`config.mk`:
```
export PLATFORM = sky130hd
export DESIGN_NAME = calc_req_sched
export DESIGN_NICKNAME = d
export VERILOG_FILES = /design/src/rtl/calc_pkg.sv /design/src/rtl/calc_alu.sv /design/src/rtl/calc_req_sched.sv
export SDC_FILE = /design/constraint.sdc
export NUM_CORES = 1
export LEC_CHECK = 0
export BUFFER_PORTS_ARGS = -buffer_cell sky130_fd_sc_hd__buf_2
export CORE_MARGIN = 5
export CORE_UTILIZATION = 63
export DETAILED_ROUTE_END_ITERATION = 7
export PLACE_DENSITY = 0.83
export SYNTH_ARGS = -nofsm -noshare
export SYNTH_HDL_FRONTEND = slang
export SYNTH_SLANG_ARGS = --single-unit
export TNS_END_PERCENT = 10
```
`constraint.sdc`:
```
create_clock -name clk -period 18 [get_ports clk]
set_input_delay 1.8 -clock clk [delete_from_list [all_inputs] [get_ports clk]]
set_output_delay 1.8 -clock clk [all_outputs]
set_load 0.1 [all_outputs]
```
`src/rtl/calc_pkg.sv`:
```
// Shared types and constants for the calculator request scheduler and its ALU.
package calc_pkg;

  localparam int DW_DEFAULT = 5;

  typedef logic [1:0] op_t;

  localparam op_t OP_ADD = 2'b00;
  localparam op_t OP_SUB = 2'b01;
  localparam op_t OP_MUL = 2'b10;
  localparam op_t OP_DIV = 2'b11;

  typedef enum logic [1:0] {
    ST_IDLE = 2'd0,
    ST_EXEC = 2'd1,
    ST_RESP = 2'd2
  } state_t;

endpackage

```
`src/rtl/calc_alu.sv`:
```
// Combinational signed ALU: operands sign-extended to 2*DW so every result is exact.
module calc_alu
  import calc_pkg::*;
#(
  parameter int DW = DW_DEFAULT
) (
  input  logic [DW-1:0]   a,
  input  logic [DW-1:0]   b,
  input  op_t             op,
  output logic [2*DW-1:0] result,
  output logic            divz
);

  logic signed [2*DW-1:0] a_x;
  logic signed [2*DW-1:0] b_x;

  assign a_x  = {{DW{a[DW-1]}}, a};
  assign b_x  = {{DW{b[DW-1]}}, b};
  assign divz = (op == OP_DIV) && (b == '0);

  // NOTE: every output of a combinational block gets a default first, so no path can infer a latch.
  always_comb begin
    result = '0;
    case (op)
      OP_ADD:  result = a_x + b_x;
      OP_SUB:  result = a_x - b_x;
      OP_MUL:  result = a_x * b_x;
      default: if (!divz) result = a_x / b_x;
    endcase
  end

endmodule

```
`src/rtl/calc_req_sched.sv`:
```
// Round-robin scheduler for two requesters sharing one calc_alu; registered, ID-tagged response.
// Optional feature macro: CALC_DIVZ_ERR_EN adds the rsp_err divide-by-zero flag.
module calc_req_sched
  import calc_pkg::*;
#(
  parameter int DW = DW_DEFAULT
) (
  input  logic            clk,
  input  logic            rst_n,
  input  logic [1:0]      req_valid,
  output logic [1:0]      req_ready,
  input  logic [2*DW-1:0] req_a,
  input  logic [2*DW-1:0] req_b,
  input  logic [3:0]      req_op,
  output logic            rsp_valid,
  input  logic            rsp_ready,
  output logic [2*DW-1:0] rsp_data,
  output logic            rsp_id
`ifdef CALC_DIVZ_ERR_EN
  ,
  output logic            rsp_err
`endif
);

  localparam int RW = 2 * DW;

  state_t          state, next_state;
  logic            prio_ptr;
  logic            grant;
  logic            accept;
  logic [DW-1:0]   a_q, b_q;
  op_t             op_q;
  logic            id_q;
  logic [RW-1:0]   alu_result;
  logic            alu_divz;

  // Grant depends only on req_valid and prio_ptr; it is used only while IDLE.
  always_comb begin
    next_state = state;
    req_ready  = '0;
    accept     = 1'b0;
    grant      = prio_ptr;
    if (req_valid == 2'b01)      grant = 1'b0;
    else if (req_valid == 2'b10) grant = 1'b1;

    case (state)
      ST_IDLE: begin
        if (|req_valid) begin
          accept           = 1'b1;
          req_ready[grant] = 1'b1;
          next_state       = ST_EXEC;
        end
      end
      ST_EXEC: next_state = ST_RESP;
      ST_RESP: if (rsp_ready) next_state = ST_IDLE;
      default: next_state = ST_IDLE;
    endcase
  end

  // NOTE: sequential state uses non-blocking assignments so all registers update from pre-edge values.
  always_ff @(posedge clk) begin
    if (!rst_n) begin
      state     <= ST_IDLE;
      prio_ptr  <= 1'b0;
      rsp_valid <= 1'b0;
      rsp_data  <= '0;
      rsp_id    <= 1'b0;
    end else begin
      state <= next_state;
      if (accept) prio_ptr <= ~grant;
      if (state == ST_EXEC) begin
        rsp_valid <= 1'b1;
        rsp_data  <= alu_divz ? '0 : alu_result;
        rsp_id    <= id_q;
      end else if (state == ST_RESP && rsp_ready) begin
        rsp_valid <= 1'b0;
      end
    end
  end

`ifdef CALC_DIVZ_ERR_EN
  always_ff @(posedge clk) begin
    if (!rst_n)                rsp_err <= 1'b0;
    else if (state == ST_EXEC) rsp_err <= alu_divz;
  end
`endif

  // NOTE: operand capture registers carry no reset; they are only read in EXEC after a fresh accept.
  always_ff @(posedge clk) begin
    if (accept) begin
      a_q  <= grant ? req_a[2*DW-1:DW] : req_a[DW-1:0];
      b_q  <= grant ? req_b[2*DW-1:DW] : req_b[DW-1:0];
      op_q <= grant ? req_op[3:2] : req_op[1:0];
      id_q <= grant;
    end
  end

  calc_alu #(.DW(DW)) u_alu (
    .a      (a_q),
    .b      (b_q),
    .op     (op_q),
    .result (alu_result),
    .divz   (alu_divz)
  );

endmodule

```
Word-level counts from Yosys, hierarchy flattened
Cells that the tools add are included.
{"block": "classes", "bitwise": 1, "mul": 1, "reduce_logical": 9, "mux": 18, "div_mod_pow": 1, "shift": 0, "n_addsub": 2, "eq_ne": 9, "order_cmp": 2}
{"operator": "$pmux W10 S3", "count": 1}
{"operator": "$div A10 B10 Y10", "count": 1}
{"operator": "$mul A5 B5 Y10", "count": 1}
{"operator": "$mux W10", "count": 1}
{"operator": "$mux W2", "count": 5}
{"operator": "$mux W5", "count": 2}
{"operator": "$eq A2 B2 Y1 const B", "count": 4}
{"operator": "$mux W1", "count": 7}
{"operator": "$add A5 B5 Y6", "count": 1}
{"operator": "$eq A2 B1 Y1 const B", "count": 3}
{"operator": "$pmux W2 S3", "count": 1}
{"operator": "$sub A5 B5 Y6", "count": 1}
{"operator": "$logic_not A5 Y1", "count": 1}
{"operator": "$logic_not A2 Y1", "count": 2}
{"operator": "$ne A2 B2 Y1 const B", "count": 2}
{"operator": "$logic_and A1 B1 Y1", "count": 3}
{"operator": "$lt A1 B2 Y1 const B", "count": 1}
{"operator": "$reduce_and A2 Y1", "count": 1}
{"operator": "$reduce_bool A2 Y1", "count": 1}
{"operator": "$reduce_or A2 Y1", "count": 1}
{"operator": "$demux W1 S1", "count": 1}
{"operator": "$ge A1 B1 Y1 const B", "count": 1}
{"operator": "$not A1 Y1", "count": 1}
{"block": "word_totals", "out_inout_bits": 14, "mem_bits_ro": 0, "inputBits": 29, "mem_count": 0, "register_bits": 28, "wordCells": 52, "latchBits": 0, "mem_bits_rw": 0}

Longest topological paths before layout
Gate-level depths: netlist (run 1).
{"block": "logic_depth", "ltp_word": 9, "mapped_depth": 72}

By module
Synthesis (run 1) repeated with hierarchy kept, for this count alone.
{"block": "unflattened", "cells_unflattened": 646, "area_unflattened_um2": 5507.8}
{"mod": "calc_alu", "area_each_um2": 4300.4, "cells_per_inst": 547, "n_inst": 1, "seq_area_each_um2": 0.0}
{"mod": "calc_req_sched", "area_each_um2": 1207.4, "cells_per_inst": 99, "n_inst": 1, "seq_area_each_um2": 690.7}

Least setup slack after synthesis (run 1)
OpenSTA, ideal clock, no wires.
{"block": "synth_path", "path_kind": "register to register", "start": "reg b_q[0]", "end": "reg rsp_data[6]", "path_stages_with_launch": 65, "slack_ps": 3513, "required_ps": 17882, "n_path_buf": 3, "synth_period_minus_slack_ps": 14487, "arrival_time_ps": 14369, "path_cell_list": "edfxtp_1 > inv_1 > ha_1 > mux2i_1 > o211ai_1 > nor2_1 > ha_1 > nor4b_1 > nor3_1 > and2_1 > ha_1 > o211ai_1 > a32oi_2 > nand2_2 > mux2_4 > ha_1 > a21oi_1 > a211oi_1 > [29 not listed] > a31o_2 > a21o_1 > nand3_1 > a311oi_1 > a21o_1 > a31o_2 > ha_1 > nand4_1 > a211o_1 > nand2_1 > nor2_1 > ha_1 > inv_1 > nor2_1 > a41oi_1 > xnor2_1 > o2111ai_1 > nand2_1"}
{"block": "synth_via", "elab_chain_cells": 3, "word_cells_on_any_way": 8}
{"item": "from (decl)", "line_no": "calc_req_sched.sv:31", "rtl": "logic [DW-1:0] a_q, b_q;"}
{"item": "from (signal assigned)", "line_no": "calc_req_sched.sv:92", "rtl": "b_q <= grant ? req_b[2*DW-1:DW] : req_b[DW-1:0];"}
{"item": "$div A10 B10 Y10 (tied with other cells)", "line_no": "calc_alu.sv:28", "rtl": "default: if (!divz) result = a_x / b_x;"}
{"item": "$pmux W10 S3 / $logic_and A1 B1 Y1 (equally long branches)", "line_no": "calc_alu.sv:24, calc_alu.sv:19"}
{"item": "$mux W10 *", "line_no": "calc_req_sched.sv:73", "rtl": "rsp_data <= alu_divz ? '0 : alu_result;"}
{"item": "to (signal assigned)", "line_no": "calc_req_sched.sv:73"}
{"item": "to (decl)", "line_no": "calc_req_sched.sv:17", "rtl": "output logic [2*DW-1:0] rsp_data,"}
Mark *: on every way between the ends. The rest lies on a longest branch, timed or not.
A chain may end at the register's enable or synchronous reset.

Final worst setup path (run 1)
Same ends and word-level chain as after synthesis.

==> results by stage, run 1 <==
Routing:
- The via total after detailed routing is 4965.
- The average detailed-routed wire length per instance is 16.6 um.
- The count of nets left with antenna violations once routing finished came out at 0.
- The number of DRC violations after detailed-routing iteration 0 is 389.
- The detailed-router iteration count before antenna repair is 5.
- Summed over all layers, the routed wires come to 13.4 mm.
- In the routed design, unresolved DRC markers number 0.
- Dividing the detail-routed via count by the number of cells gives 6.14.

CTS:
- The CTS tree is built.
- The tree is rooted in a clkbuf_8.
- The clock insertion delay at the later pin of the skew report is 0.27 ns.
- CTS built an H-tree with a depth of 1.
- The clock net in this run drives a total of 28 sinks.
- The quantity of hold-fixing buffers added after cts is 0.
- Buffers inserted during clock tree synthesis total 3.
- Clock-pin slew was measured on the worst setup and hold paths at 0.10 ns.
- Once the clock tree was built, the resizer swapped 0 gates to a different size.
- The clock passes through at most 2 buffers.
- The number of buffers inserted to repair setup after CTS is 0.

Worst setup path:
- The most numerous cell type found on the critical path is ha_1.
- The required time at the endpoint of the critical path is 18.18 ns.
- The last element of the critical path is rsp_data[6].
- The worst reg2reg path depth is 63.
- Along the worst path, the maximum fanout reaches 13.
- The slowest stage of the critical path is the a31oi_1 cell.
- The type of destination of the critical path is a flip-flop.
- The startpoint of the lowest-slack register-to-register path is b_q[0].
- For flop-to-flop paths, the worst setup slack is 1.44 ns.
- The source of the critical timing path is b_q[0].
- The endpoint of the most critical register-to-register path is rsp_data[6].
- The endpoint arrival time on the critical path is 16.73 ns.
- The maximum single-stage delay on the critical path is 0.82 ns.
- STA classifies the critical path startpoint as a flip-flop.
- The type of the setup path with the least slack is flip-flop to flip-flop.

Cells and area:
- The final net count is 836.
- The repair_antennas step left the layout with diodes totalling 0.
- From synthesis to final layout, the design area changed by 8.23%.
- Cells with a size suffix above 1 make up 13.1% of the layout.

Timing:
- The post-layout minimum cycle time is 16.56 ns.
- Setup repair after global routing left no endpoint under its margin.
- The count of endpoints failing setup in the final report is 0.
- The fraction of the cycle the final worst path needs is 92.0%.
- At the pin with the least slew margin, the transition time is 1.09 ns.
- Between clock sinks in the finished design, the worst skew comes to 0.00764 ns.
- Setup total negative slack on the finished layout was measured at 0 ns.
- The final count of pins violating max slew is 0.
- The final hold violation count is 0.
- The achievable frequency is 60.4 MHz.
- The tightest slew margin relative to the limit is 27.1%.

GRT:
- The final global-route overflow total is 0.
- The global-route wire length before repair is 22.8 mm.
- The pin count of the biggest net entering global routing is 17.
- The initial antenna violation count came to 0.
- The total global-route track usage is 27.2%.
- The number of global-route vias before repair is 4952.

Placed design:
- The post-DP HPWL is 11.1 mm.
- The count of buffers added on input and output ports is 42.
- The final RePlAce weighted congestion is 1.06.

Synthesis:
- Sorting the synthesized cells by how often they occur yields 84 x ha_1, 61 x nor2_1, 54 x inv_1.
- The portion of the post-synthesis area used by sequential elements is 13.0%.
- Of the post-synthesis cell area, the dominant cell type holds 19.8%.
- Yosys attributes the largest share of cell area to ha_1 20%, edfxtp_1 7.4%, fa_1 7.2%.
- The Yosys step of the flow raised 0 warnings.
- The mapped netlist covers 5310 um2.
- Synthesis inferred 28 register bits.
- The most numerous cell in the Yosys netlist is ha_1.
- The synthesized design spends more area on one cell type than any other, namely ha_1.
- Synthesis produced a netlist whose cell count is 652.
- In this run, synthesis inferred 13 flip-flops with an integrated enable.
- The number of unique standard cell types used by synthesis is 67.
- After synthesis, the share of flip-flops with an asynchronous set or reset is 0%.
- Dividing the synthesized area by the synthesized cell count gives 8.14 um2.
- The most used flip-flop cell after synthesis is dfxtp_1.

Die:
- The core footprint is 8220 um2.
- The number of top-level design ports is 43.
- The height of the chip is 102 um.
- The initial cell density of the core is 64.6%.
- The number of standard-cell rows in the floorplan is 33.
- The total die area is 10400 um2.
- The die width is 102 um.

Outcome:
- The flow ran to the end, and the final reports show no timing, DRC or antenna violations.

Worst hold path:
- The class of the worst hold path is flip-flop to flip-flop.

Run:
- Across the run, the number of max-cap violations was 0.
==> placed cells by master, fill, tap and decap left out, drive strengths merged, types with 19 or more instances in the layout <==
master / count
ha: 84
nor2: 61
inv: 54
a21oi: 45
buf: 45
nand2: 44
xnor2: 31
mux2: 30
o21ai: 29
conb: 20
fa: 19
==> metal layers <==
metal / global-route usage (%) / part of all wire [%] / vias up
met2: 48.9 / 50 / 165
met5: 0 / 0 / -
met3: 1.93 / 5.7 / 29
met1: 33.9 / 42 / 2319
li1: - / - / 2452
met4: 10.0 / 2.7 / 0
==> state kept, by name, summed over array words and instances, names as in the netlist <==
signal and count:
prio_ptr 1, rsp_id 1, rsp_data 10, a_q 5
rsp_valid 1, id_q 1, state 2, op_q 2
b_q 5
==> critical path, delay by kind of cell, from the launching register on <==
kind / cells / cell delay, ns
simple gates: 18 / 3.55
xor+xnor: 1 / 0.13
mux: 4 / 1.59
flops: 1 / 0.57
compound gates: 26 / 6.76
buf+inv: 3 / 0.55
fa+ha+maj: 11 / 3.28
==> area by class of cell <==
class	instances	area (um2)
Timing Repair Buffer	45	233
Tap cell	105	131
Clock buffer	4	66.3
Multi-Input combinational cell	570	4410
Sequential cell	28	691
Inverter	56	210
Fill cell	664	2470
==> metrics by stage <==
stage          cells  util [%]  worst slack, ns  hold slack [ns]  instance area [um2]
2_1_floorplan    670         -             3.51            0.442                 5370
3_3_place_gp     804      69.1             2.22            0.442                 5680
3_5_place_dp     804      69.1             1.67            0.461                 5680
4_1_cts          808      69.9             1.61            0.474                 5740
5_1_grt          808      69.9           0.0565            0.492                 5740
6_report         808      69.9             1.44            0.471                 5740
==> logic make-up (layout without fill, tap and decap cells) <==
kind of cell    Yosys count  after routing  share of synthesized area (%)
simple gates            185            185                           16.6
compound gates          177            177                           22.4
fa+ha+maj               104            104                           27.2
buf+inv                  72            105                           5.12
xor+xnor                 45             45                           7.43
mux                      39             39                           8.13
flops                    28             28                           13.0
other cells               2             20                          0.142
==> worst min-delay path by stage <==
stage,startpoint,endpoint,slack [ns],depth (start not counted)
after floorplan,state[1],rsp_valid,0.44,1
after detailed placement,rsp_data[6],rsp_data[6],0.46,2
after CTS,rsp_data[6],rsp_data[6],0.47,2
after global routing,rsp_data[6],rsp_data[6],0.49,2
after global placement,rsp_data[4],rsp_data[4],0.44,2
final,rsp_data[6],rsp_data[6],0.47,2
Power of run 1 is left out: the tool's default activity adds up to more than one toggle a clock period on the data nets, which glitch-free logic cannot reach.
==> inputs of run 2 (changes only) <==
--- a/config.mk
+++ b/config.mk
@@ -10,6 +10,7 @@
 export CORE_UTILIZATION = 63
 export DETAILED_ROUTE_END_ITERATION = 7
 export PLACE_DENSITY = 0.83
+export REMOVE_ABC_BUFFERS = 1
 export SYNTH_ARGS = -nofsm -noshare
 export SYNTH_HDL_FRONTEND = slang
 export SYNTH_SLANG_ARGS = --single-unit
==> run 2 against run 1 <==
  * Die area is the same
  * Routed wire length grew 3.7%
  * First-iteration DRC count grew 1.0%
  * Sequential share of layout area is essentially flat
  * Sequential cell count is the same
  * Clock skew is essentially flat
  * Largest cell class unchanged
==> results by stage, run 2 (synthesis results as in run 1) <==
Outcome:
- Result of the run: finished, final reports clean (unchanged).

Worst setup path:
- The type of the setup path with the least slack is flip-flop to flip-flop (unchanged).
- The critical-path maximum fanout is 13 (unchanged).
- The slowest library cell on the worst path is a31oi_1 (unchanged).
- The endpoint arrival time on the critical path was 16.83 ns (was 16.73 ns).
- The type of destination of the critical path is a flip-flop (unchanged).
- The required time at the endpoint of the critical path is 18.16 ns (was 18.18 ns).
- The most numerous cell on the critical path was ha_1 (unchanged).
- The dominant delay contributor by cell family on the critical path is compound AO/OA/AOI/OAI gates (unchanged).
- The maximum single-stage delay on the critical path is 0.84 ns (was 0.82 ns).
- The buffers plus inverters on the worst setup path was 3 (unchanged).
- The category of the worst setup path launch point is a flip-flop (unchanged).

Placed design:
- The placed instance area is 5660 um2 (was 5680 um2).
- The final RePlAce weighted congestion came to 0.979 (was 1.06).
- The port buffer count is 42 (unchanged).
- The post-DP HPWL was 11.2 mm (was 11.1 mm).
- The worst slack after detailed placement is 1.42 ns (was 1.67 ns).

Timing:
- The count of endpoints failing setup in the final report is 0 (unchanged).
- RSZ-0062 raised after global routing: false (unchanged).
- The post-layout minimum cycle time was 16.66 ns (was 16.56 ns).
- The final count of pins violating max slew was 0 (unchanged).
- The transition time of the tightest slew-check pin is 1.12 ns (was 1.09 ns).
- The tightest slew margin relative to the limit is 25.1% (was 27.1%).
- The final hold violation count is 0 (unchanged).
- The achievable frequency is 60.0 MHz (was 60.4 MHz).
- The setup skew after layout is 0.00787 ns (was 0.00764 ns).
- The worst-case setup margin in the final layout is 1.34 ns (was 1.44 ns).
- The fraction of the cycle the final worst path needs is 92.6% (was 92.0%).
- The summed negative setup slack over all endpoints was 0 ns (unchanged).

CTS:
- The TritonCTS buffer count was 3 (unchanged).
- The number of buffers inserted to repair setup after CTS is 0 (unchanged).
- The root buffer cell is clkbuf_8 (unchanged).
- The clock insertion delay at the later pin of the skew report came to 0.28 ns (was 0.27 ns).
- The clock sink count came to 28 (unchanged).
- The count of H-tree levels built during CTS is 1 (unchanged).
- The CTS tree is built (unchanged).
- The number of buffers between clock root and the deepest sink is 2 (unchanged).
- The clock slew seen by the registers of the worst setup and hold paths came to 0.09 ns (was 0.10 ns).

Cells and area:
- The number of flip-flops in the largest register is 10 (unchanged).
- The count of filler cells inserted in the layout was 659 (was 664).
- The antenna diode count is 0 (unchanged).
- The final standard cell area without fillers is 5720 um2 (was 5740 um2).
- The most common library cell in the layout ignoring fill and taps is ha_1 (unchanged).
- The register name with the most flops is rsp_data (unchanged).
- The final net count is 834 (was 836).
- The post-layout utilization of the core is 69.7% (was 69.9%).
- Commonest cells after routing, fill and taps aside: 84 x ha_1, 61 x nor2_1, 54 x inv_1 (unchanged).
- The share of final-layout standard cells stronger than drive strength 1 is 13.0% (was 13.1%).
- Biggest regs: rsp_data x10, a_q x5, b_q x5 (unchanged).
- The area added between synthesis and finish is 7.85% (was 8.23%).

Die:
- The total die area was 10400 um2 (unchanged).
- The die width was 102 um (unchanged).
- The initial cell density of the core is 64.6% (unchanged).
- The number of standard-cell rows in the floorplan is 33 (unchanged).
- The core footprint is 8220 um2 (unchanged).
- The height of the chip is 102 um (unchanged).
- The number of top-level design ports is 43 (unchanged).

GRT:
- The number of global-route vias before repair is 5025 (was 4952).
- The global-route wire length before repair is 23.5 mm (was 22.8 mm).
- The pin count of the biggest net entering global routing is 16 (was 17).
- The total global-route track usage came to 27.9% (was 27.2%).
- The initial antenna violation count is 0 (unchanged).
- The final global-route overflow total was 0 (unchanged).

Routing:
- The via total after detailed routing is 5064 (was 4965).
- The number of DRC violations after detailed-routing iteration 0 was 393 (was 389).
- The final antenna-violating net count is 0 (unchanged).
- The detailed-router iteration count before antenna repair is 5 (unchanged).
- The wire length reported by the detailed router is 13.9 mm (was 13.4 mm).
- The final routed DRC violation total is 0 (unchanged).
- The detailed-route vias per instance is 6.28 (was 6.14).
- The average detailed-routed wire length per instance came to 17.3 um (was 16.6 um).

Run:
- The max-capacitance violation count came to 0 (unchanged).

Worst hold path:
- The class of the worst hold path was flip-flop to flip-flop (unchanged).
run 2: tightest hold or removal path, delay by kind of cell (launching register included):
kind | cells | cell delay, ns
flip-flops | 1 | 0.32
AND/OR/NAND/NOR | 2 | 0.11
run 2: repair_timing:
action | CTS | global route
setup endpoints to repair | 0 | 1
hold buffers | 0 | 0
resized for setup | 0 | 1
run 2: final timing paths:
path                                  start     endpoint  slack (ns)  cells after the start
worst max-delay path                 b_q[0]  rsp_data[6]        1.34                     64
worst min-delay path            rsp_data[6]  rsp_data[6]        0.48                      2
worst min register to register  rsp_data[6]  rsp_data[6]        0.48                      2
worst max register to register       b_q[0]  rsp_data[6]        1.34                     64
run 2: per-stage QoR:
step	hold WS [ns]	instances
floorplan	0.441	654
global placement	0.450	802
detailed placement	0.463	802
CTS	0.479	806
global route	0.516	806
finish	0.478	806
run 2: layout make-up:
type,instances,area (um2),share of cell area (%)
well taps,105,131,2.30
clock buffers,4,55.1,0.962
repair buffers,43,218,3.80
flip-flops and latches,28,691,12.1
multi-input cells,570,4420,77.2
inverters,56,210,3.67
run 2: layer usage:
metal | routed length, um | part of all wire, % | vias up | track usage [%]
li1 | - | - | 2446 | -
met1 | 5960 | 43 | 2330 | 37.9
met2 | 6310 | 45 | 237 | 45.7
met3 | 1180 | 8.5 | 51 | 3.03
met4 | 471 | 3.4 | 0 | 10.1
met5 | 0 | 0 | - | 0
Power of run 2 is left out for the same reason.
==> inputs of run 3 (changes only) <==
--- a/config.mk
+++ b/config.mk
@@ -7,9 +7,9 @@
 export LEC_CHECK = 0
 export BUFFER_PORTS_ARGS = -buffer_cell sky130_fd_sc_hd__buf_2
 export CORE_MARGIN = 5
-export CORE_UTILIZATION = 63
+export CORE_UTILIZATION = 68
 export DETAILED_ROUTE_END_ITERATION = 7
-export PLACE_DENSITY = 0.83
+export PLACE_DENSITY = 0.89
 export REMOVE_ABC_BUFFERS = 1
 export SYNTH_ARGS = -nofsm -noshare
 export SYNTH_HDL_FRONTEND = slang
==> constraint.sdc (replaced) <==
create_clock -name clk -period 20.4 [get_ports clk]
set_input_delay 2.04 -clock clk [delete_from_list [all_inputs] [get_ports clk]]
set_output_delay 2.04 -clock clk [all_outputs]
set_load 0.1 [all_outputs]
==> run 3 against run 2 <==
  * Setup slack gained 2.0 ns
  * Via count grew 1.3%
  * Design area shrank 0.35%
  * First-iteration DRC count grew 19%
  * Count of clock-buffer cells in the layout is the same
  * Highest routed layer is now met5
  * Fmax shrank 2.3%
  * Core utilization grew 4.9 points
  * Routed wire length grew 3.1%
  * Register-to-register slack gained 2.0 ns
  * Critical path type unchanged
  * Cell count shrank 0.37%
  * Critical endpoint unchanged
  * Sequential cell count is the same
  * Die area shrank 6.6%
==> results by stage, run 3 (synthesis results as in run 1) <==
Outcome:
- Result of the run: finished, final reports clean (unchanged).

Worst setup path:
- The type of destination of the critical path is a flip-flop (unchanged).
- The critical-path maximum fanout came to 13 (unchanged).
- The type of the setup path with the least slack is flip-flop to flip-flop (unchanged).
- The required time at the endpoint of the critical path is 20.58 ns (was 18.16 ns).
- The slowest library cell on the worst path was a31oi_1 (unchanged).
- The most numerous cell on the critical path was ha_1 (unchanged).
- The category of the worst setup path launch point is a flip-flop (unchanged).
- The maximum single-stage delay on the critical path is 0.83 ns (was 0.84 ns).
- The endpoint arrival time on the critical path was 17.24 ns (was 16.83 ns).

Cells and area:
- Biggest regs: rsp_data x10, a_q x5, b_q x5 (unchanged).
- Commonest cells after routing, fill and taps aside: 84 x ha_1, 61 x nor2_1, 54 x inv_1 (unchanged).
- The antenna diode count is 0 (unchanged).
- The most common library cell in the layout ignoring fill and taps is ha_1 (unchanged).
- The register name with the most flops is rsp_data (unchanged).
- The share of final-layout standard cells stronger than drive strength 1 came to 12.7% (was 13.0%).
- The final net count came to 834 (unchanged).
- The area added between synthesis and finish is 7.47% (was 7.85%).
- The number of flip-flops in the largest register is 10 (unchanged).
- The final standard cell area without fillers is 5700 um2 (was 5720 um2).

Timing:
- The summed negative setup slack over all endpoints is 0 ns (unchanged).
- The fraction of the cycle the final worst path needs was 83.6% (was 92.6%).
- RSZ-0062 raised after global routing: false (unchanged).
- The tightest slew margin relative to the limit is 26.8% (was 25.1%).
- The final count of pins violating max slew is 0 (unchanged).
- The setup skew after layout came to 0.0119 ns (was 0.00787 ns).
- The post-layout minimum cycle time is 17.06 ns (was 16.66 ns).
- The final hold violation count is 0 (unchanged).
- The transition time of the tightest slew-check pin is 1.09 ns (was 1.12 ns).
- The final hold slack is 0.456 ns (was 0.478 ns).
- The count of endpoints failing setup in the final report was 0 (unchanged).
- The achievable frequency is 58.6 MHz (was 60.0 MHz).

CTS:
- The CTS tree is built (unchanged).
- The count of H-tree levels built during CTS is 1 (unchanged).
- The quantity of hold-fixing buffers added after cts is 0 (unchanged).
- The number of buffers inserted to repair setup after CTS is 0 (unchanged).
- The root buffer cell is clkbuf_8 (unchanged).
- The clock slew seen by the registers of the worst setup and hold paths is 0.10 ns (was 0.09 ns).
- The clock sink count is 28 (unchanged).
- The clock insertion delay at the later pin of the skew report is 0.29 ns (was 0.28 ns).
- The post-cts repair resize count is 0 (unchanged).
- The number of buffers between clock root and the deepest sink is 2 (unchanged).
- The TritonCTS buffer count is 3 (unchanged).

Die:
- The height of the chip is 98.3 um (was 102 um).
- The total die area is 9670 um2 (was 10400 um2).
- The number of top-level design ports is 43 (unchanged).
- The core footprint is 7650 um2 (was 8220 um2).
- The die width is 98.3 um (was 102 um).
- The number of standard-cell rows in the floorplan is 32 (was 33).
- The initial cell density of the core is 69.4% (was 64.6%).

GRT:
- The global-route wire length before repair is 24.4 mm (was 23.5 mm).
- The pin count of the biggest net entering global routing is 16 (unchanged).
- The final global-route overflow total was 0 (unchanged).
- The number of global-route vias before repair came to 5129 (was 5025).
- The initial antenna violation count is 1 (was 0).
- The total global-route track usage is 30.0% (was 27.9%).

Routing:
- The final antenna-violating net count is 0 (unchanged).
- The detailed-route vias per instance was 6.39 (was 6.28).
- The average detailed-routed wire length per instance is 17.9 um (was 17.3 um).
- The via total after detailed routing is 5132 (was 5064).
- The detailed-router iteration count before antenna repair is 6 (was 5).
- The final routed DRC violation total is 0 (unchanged).
- The number of DRC violations after detailed-routing iteration 0 is 467 (was 393).
- The wire length reported by the detailed router is 14.3 mm (was 13.9 mm).

Run:
- The max-capacitance violation count was 0 (unchanged).

Placed design:
- The placed instance area is 5660 um2 (about the same).
- The final RePlAce weighted congestion was 0.977 (was 0.979).
- The post-DP HPWL came to 11.6 mm (was 11.2 mm).
- The port buffer count is 42 (unchanged).

Worst hold path:
- The class of the worst hold path is flip-flop to flip-flop (unchanged).
==> run 3: critical path: cells and delay by family, from the launching register on <==
kind	cells	cell delay [ns]
xor gates and xnor gates	1	0.14
adders and majority gates	11	3.31
DFF	1	0.56
buffers and inverters	4	0.91
and+or+nand+nor	19	4.06
muxes	5	1.98
AOI/OAI and AO/OA	21	6.01
==> run 3: final cells by class <==
class | instances | area [um2]
Clock buffer | 4 | 45.0
Fill cell | 543 | 1940
Inverter | 56 | 210
Multi-Input combinational cell | 570 | 4410
Sequential cell | 28 | 691
Tap cell | 102 | 128
Timing Repair Buffer | 43 | 218
==> run 3: path summary, 6_finish.rpt <==
check              start          end  slack [ns]  depth (start not counted)
max               b_q[0]  rsp_data[6]        3.34                         61
min          rsp_data[4]  rsp_data[4]        0.46                          2
max reg2reg       b_q[0]  rsp_data[6]        3.34                         61
min reg2reg  rsp_data[4]  rsp_data[4]        0.46                          2
==> run 3: stage by stage <==
stage | std cells | utilization [%] | setup WS, ns
floorplan | 654 | - | 5.75
global placement | 799 | 74.0 | 4.59
detailed placement | 799 | 74.0 | 3.81
CTS | 803 | 74.6 | 3.77
global route | 803 | 74.6 | 2.16
finish | 803 | 74.6 | 3.34
==> run 3: routing by layer <==
layer	global-route usage [%]	wire length (um)	vias to the layer above
met5	0	13	-
met2	50.1	6730	266
met3	4.50	1180	40
li1	-	-	2444
met4	9.45	335	2
met1	39.8	6080	2380
Power of run 3 is left out for the same reason.
